--- src/rtl/reg_scoreboard_pkg.sv ---
// Shared constants for the register scoreboard.
//   RegAddrBus : architectural register address width
//   RegBus     : architectural data width
//   RobTagBus  : default ROB tag width
//   ZeroWorld  : all-zero data word
//   Writeable  : write-enable asserted value
//   CountW     : width of the busy-register counter
package reg_scoreboard_pkg;

    localparam int unsigned RegAddrBus = 5;
    localparam int unsigned RegBus     = 32;
    localparam int unsigned RobTagBus  = 4;
    localparam int unsigned CountW     = 6;

    localparam logic [RegBus-1:0] ZeroWorld = '0;
    localparam logic              Writeable = 1'b1;

endpackage

--- src/rtl/reg_scoreboard_wstage.sv ---
// Registered commit-to-regfile write stage.
// Ports:
//   clk_in, rst_in : clock, asynchronous active-low reset
//   load           : a commit is presented this cycle
//   load_addr      : committed destination register
//   load_data      : committed result
//   we, waddr, wdata : regfile write port, valid the cycle after load
module reg_scoreboard_wstage
    import reg_scoreboard_pkg::*;
#(
    parameter int unsigned XLEN = RegBus
) (
    input  logic                  clk_in,
    input  logic                  rst_in,
    input  logic                  load,
    input  logic [RegAddrBus-1:0] load_addr,
    input  logic [XLEN-1:0]       load_data,
    output logic                  we,
    output logic [RegAddrBus-1:0] waddr,
    output logic [XLEN-1:0]       wdata
);

    logic                  we_q;
    logic [RegAddrBus-1:0] waddr_q;
    logic [XLEN-1:0]       wdata_q;

    always_ff @(posedge clk_in or negedge rst_in) begin
        if (!rst_in) begin
            we_q    <= 1'b0;
            waddr_q <= '0;
            wdata_q <= XLEN'(ZeroWorld);
        end else begin
            // x0 writes are dropped here so the enable is a single pulse per real write
            we_q <= (load && (load_addr != '0)) ? Writeable : ~Writeable;
            if (load) begin
                waddr_q <= load_addr;
                wdata_q <= load_data;
            end
        end
    end

    assign we    = we_q;
    assign waddr = waddr_q;
    assign wdata = wdata_q;

endmodule

--- src/rtl/reg_scoreboard.sv ---
// Register-status scoreboard: tracks per-register pending results and the
// producing ROB tag, and sequences committed results onto the regfile port.
// Ports:
//   clk_in, rst_in          : clock, asynchronous active-low reset
//   issue_valid/rd/tag      : destination rename at issue
//   commit_valid/rd/tag/data: ROB head commit
//   flush_in                : clears all pending state
//   rs1/rs2_addr -> busy/tag: combinational source lookups
//   rf_we/rf_waddr/rf_wdata : regfile write port (one registered stage)
//   busy_count              : number of registers currently busy
module reg_scoreboard
    import reg_scoreboard_pkg::*;
#(
    parameter int unsigned TAG_W = RobTagBus,
    parameter int unsigned XLEN  = RegBus,
    parameter int unsigned NREG  = 32
) (
    input  logic                  clk_in,
    input  logic                  rst_in,
    input  logic                  issue_valid,
    input  logic [RegAddrBus-1:0] issue_rd,
    input  logic [TAG_W-1:0]      issue_tag,
    input  logic                  commit_valid,
    input  logic [RegAddrBus-1:0] commit_rd,
    input  logic [TAG_W-1:0]      commit_tag,
    input  logic [XLEN-1:0]       commit_data,
    input  logic                  flush_in,
    input  logic [RegAddrBus-1:0] rs1_addr,
    input  logic [RegAddrBus-1:0] rs2_addr,
    output logic                  rs1_busy,
    output logic                  rs2_busy,
    output logic [TAG_W-1:0]      rs1_tag,
    output logic [TAG_W-1:0]      rs2_tag,
    output logic                  rf_we,
    output logic [RegAddrBus-1:0] rf_waddr,
    output logic [XLEN-1:0]       rf_wdata,
    output logic [CountW-1:0]     busy_count
);

    logic [NREG-1:0]             busy_q, busy_d;
    logic [NREG-1:0][TAG_W-1:0]  tag_q, tag_d;
    logic [CountW-1:0]           count_q, count_d;
    logic                        issue_en, commit_clr, inc, dec;

    always_comb begin
        busy_d  = busy_q;
        tag_d   = tag_q;
        count_d = count_q;

        issue_en   = issue_valid && (issue_rd != '0) && !flush_in;
        commit_clr = commit_valid && busy_q[commit_rd] && (tag_q[commit_rd] == commit_tag);

        // A clear on the register being re-issued is overridden by the issue.
        inc = issue_en && !busy_q[issue_rd];
        dec = commit_clr && !(issue_en && (issue_rd == commit_rd));

        if (flush_in) begin
            // Tags are left stale; lookups mask them while busy is clear.
            busy_d  = '0;
            count_d = '0;
        end else begin
            if (commit_clr) begin
                busy_d[commit_rd] = 1'b0;
            end
            if (issue_en) begin
                busy_d[issue_rd] = 1'b1;
                tag_d[issue_rd]  = issue_tag;
            end
            if (inc && !dec) begin
                count_d = count_q + CountW'(1);
            end else if (dec && !inc) begin
                count_d = count_q - CountW'(1);
            end
        end
    end

    always_ff @(posedge clk_in or negedge rst_in) begin
        if (!rst_in) begin
            busy_q  <= '0;
            tag_q   <= '0;
            count_q <= '0;
        end else begin
            busy_q  <= busy_d;
            tag_q   <= tag_d;
            count_q <= count_d;
        end
    end

    // Lookups read registered state only; no same-cycle commit bypass.
    always_comb begin
        rs1_busy = (rs1_addr != '0) && busy_q[rs1_addr];
        rs2_busy = (rs2_addr != '0) && busy_q[rs2_addr];
        rs1_tag  = rs1_busy ? tag_q[rs1_addr] : '0;
        rs2_tag  = rs2_busy ? tag_q[rs2_addr] : '0;
    end

    assign busy_count = count_q;

    // Committed values are architectural, so flush does not block the load.
    reg_scoreboard_wstage #(
        .XLEN (XLEN)
    ) u_wstage (
        .clk_in    (clk_in),
        .rst_in    (rst_in),
        .load      (commit_valid),
        .load_addr (commit_rd),
        .load_data (commit_data),
        .we        (rf_we),
        .waddr     (rf_waddr),
        .wdata     (rf_wdata)
    );

endmodule

--- config.mk ---
export PLATFORM = sky130hd
export DESIGN_NAME = reg_scoreboard
export DESIGN_NICKNAME = d
export VERILOG_FILES = /design/src/rtl/reg_scoreboard_pkg.sv /design/src/rtl/reg_scoreboard_wstage.sv /design/src/rtl/reg_scoreboard.sv
export SDC_FILE = /design/constraint.sdc
export NUM_CORES = 1
export LEC_CHECK = 0
export BUFFER_PORTS_ARGS = -buffer_cell sky130_fd_sc_hd__buf_2
export CAP_MARGIN = 20
export CORE_MARGIN = 10
export CORE_UTILIZATION = 65
export CTS_CLUSTER_DIAMETER = 120
export CTS_CLUSTER_SIZE = 40
export DETAILED_ROUTE_END_ITERATION = 8
export PLACE_DENSITY = 0.95
export REMOVE_ABC_BUFFERS = 1
export SKIP_LAST_GASP = 1
export SLEW_MARGIN = 30
export SYNTH_ARGS = -nofsm -noshare
export SYNTH_HDL_FRONTEND = slang
export SYNTH_HIERARCHICAL = 1
export SYNTH_SLANG_ARGS = --single-unit
export TNS_END_PERCENT = 5
--- constraint.sdc ---
create_clock -name clk_in -period 6.1 [get_ports clk_in]
set_clock_uncertainty 0.1 [all_clocks]
set_input_delay 0.915 -clock clk_in [delete_from_list [all_inputs] [get_ports clk_in]]
set_output_delay 0.915 -clock clk_in [all_outputs]
set_load 0.1 [all_outputs]
==> run metrics <==
status finished clean; CP max FO 54; CP cell instances buf_4 -> buf_4 -> mux2i_1 -> o22ai_1 -> nor4_1 -> nand2_1 -> xnor2_1 -> nor4b_4 -> or2_2 -> ha_1 -> a21o_1 -> a21oi_1 -> o21bai_1 -> a21oi_1 -> nor2_1 -> mux2i_1 -> mux2_2; hold_ws 0.309 ns; Setup violations, final 0; register area 0.00510 mm²; sequential fraction of the synthesis area 0.403; Antenna Diode Count 0; via/cell ratio 7.51; First-pass DRT Iterations 5; total die area between 0.02 and 0.03 mm²; Crit-path slowest cell buf_4; shortest period the worst path allows 5.12 ns; fraction of registers with async set/reset 1.00; clk buf depth 3; Crit Path Category input port to register; peak supply drop 0.325 mV; antenna-violating nets left 0; Slew Viols, Final 0; share of post-route cells with drive strength above 1 0.443; max_cap viols 0; CTS clock-pin slew for the worst setup and hold paths 0.15 ns; Port Buffer Count 118; slew of the pin with the lowest slew margin between 0.9 and 1 ns; setup bufs post-CTS 0; critical path data required time 6.40 ns; area delta synth->final 6.86%; post-route clock period utilization 0.839; global-route wire length before repair roughly 57000 µm; Final Hold Viols 0; CP startpoint kind input port; post-synth top area share 0.403; Post-Synthesis Cells around 930; top cells by area, synth dfrtp_1 (40%), mux4_2 (20%), mux2_2 (15%); leading area contributor after synthesis dfrtp_1; die width approximately 160 µm; Lkg Pwr 0.00585 µW; main flop type after synthesis dfrtp_1; HP Class input port to async pin; Clock Latency Late Sink about 0.50 ns; # DRC 0; total global routing overflow 0; vias in the first global route 9700; Post-CTS Resized 0; Seq cells post-synth 204; detailed placer's ending HPWL 26600 µm; die span in y about 160 µm; Slew headroom 0.367; Vias 9451; hold_buf cts 0; Setup crit end kind register; aggregate routed wire length 36500 µm; CTS buffer count 9; largest net degree at the start of global routing 114; top cells by count, synth dfrtp_1 (204), mux2_2 (164), mux4_2 (114); initial antenna violation count 0; initial core utilization 0.656; area of the multi-input gates ~0.0071 mm²; FILL cells roughly 1300; GP Congestion 0.992; H-tree levels 1; Clock Tree Root clkbuf_16; fin cells 1259; yosys warns 6; mapped cell area 0.0127 mm²; WL/cell 29.0 µm; Initial DRC Count between 1000 and 1500; CP top delay family simple AND/OR/NAND/NOR gates; Top Ports 119; post-route setup slack 0.981 ns; EDFF count, synth 0; PD cells 242 mW/mm²; CP max stage delay 0.69 ns; num rows 51; core area 0.0193 mm²; synth unique cells 60; # clock sinks 204; worst slack at placement 0.627 ns; CTS tree done; placed cell count 1248; RSZ-0062 raised after global routing no; WP data arrival 5.42 ns; Post-Syn Area per Cell 13.6 µm²; GRT Total Usage 0.282; sum of buffers and inverters on the critical path 2; Max Freq 195 MHz; Total Negative Setup Slacks 0 ns; cell with the most instances after synthesis dfrtp_1; final net count approximately 1100; total power between 3000 and 4000 µW
worst paths after layout:
check,startpoint,to,depth (start not counted),slack [ns]
setup / recovery,commit_rd[1],busy_count[5]$_DFFE_PN0P_,17,0.98
hold / removal,rst_in,busy_q[3]$_DFF_PN0_,1,0.31
setup reg to reg,tag_q[8]$_DFFE_PN0P_,busy_count[5]$_DFFE_PN0P_,15,2.10
hold reg to reg,tag_q[1]$_DFFE_PN0P_,tag_q[1]$_DFFE_PN0P_,0,0.35
max in group asynchronous,rst_in,u_wstage/wdata[3]$_DFFE_PN0P_,2,4.45
min in group clk_in,tag_q[1]$_DFFE_PN0P_,tag_q[1]$_DFFE_PN0P_,0,0.35
cells in the final DEF, fill, tap and decap left out, types with 3 or more instances in the layout:
cell type    n
clkbuf_16    9
buf_2      114
nor2b_1      5
nand2_1     31
nor3b_2      4
nor2_1      50
inv_1       20
mux2i_1     78
nand3_1      5
nor4_4       4
mux2_1       5
buf_4       12
nor4_1       8
dfrtp_1    204
nor3_1       7
a21o_1       3
or4bb_1      6
xnor2_1      4
ha_1         4
mux2_2     164
mux4_2     114
a311oi_1    28
o22ai_1     32
a21oi_1     24
a211oi_1     3
xor2_1       7
nor3b_1      3
state kept, by name, summed over array words and instances (netlist names):
name and cells:
u_wstage/wdata 32, tag_q 128, u_wstage/we 1, busy_q 32, busy_count 6, u_wstage/waddr 5
final cells by class:
class | count | area share
flip-flops and latches | 204 | 0.377
clock inverters | 1 | 0.00222
multi-input cells | 630 | 0.522
repair buffers | 128 | 0.0512
clock buffers | 10 | 0.0176
well taps | 265 | 0.0245
inverters | 21 | 0.00600
worst reg2reg max path, cell delays in order (launching register included):
cell and delay, ns:
dfrtp_1 0.44, mux2i_1 0.27, o22ai_1 0.14, nor4_1 0.45, a21o_1 0.23, nand4_2 0.12
nor4b_4 0.44, or2_2 0.25, ha_1 0.24, a21o_1 0.17, a21oi_1 0.21, o21bai_1 0.09
a21oi_1 0.20, nor2_1 0.06, mux2i_1 0.15, mux2_2 0.35
kinds of logic after synthesis:
family | Yosys count | share of synthesized area
AO/OA/AOI/OAI | 102 | 0.0562
XOR/XNOR | 12 | 0.00888
adder cells (fa/ha/maj) | 5 | 0.00553
buffers and inverters | 99 | 0.0404
flip-flops | 204 | 0.403
multiplexers | 361 | 0.414
AND/OR/NAND/NOR | 150 | 0.0723
metrics by stage:
step,instance area (µm²),utilization
final,13600,0.701
after global routing,13600,0.701
after detailed placement,13300,0.686
after CTS,13500,0.700
after global placement,13300,0.686
after floorplan,12300,-
per-layer routing:
layer / up-vias / GRT usage / wire length [µm]
met5: - / 0 / 0
met2: 804 / 0.443 / 16900
met3: 147 / 0.0710 / 4590
met1: 4733 / 0.371 / 13200
met4: 0 / 0.110 / 1880
li1: 3767 / - / -
power breakdown:
group          switching, µW  internal, µW  total, µW
registers                145          1490       1640
clock network            440           292        732
logic                    545           364        908
total                   1130          2150       3280
Power figures use the tool's default switching activity.
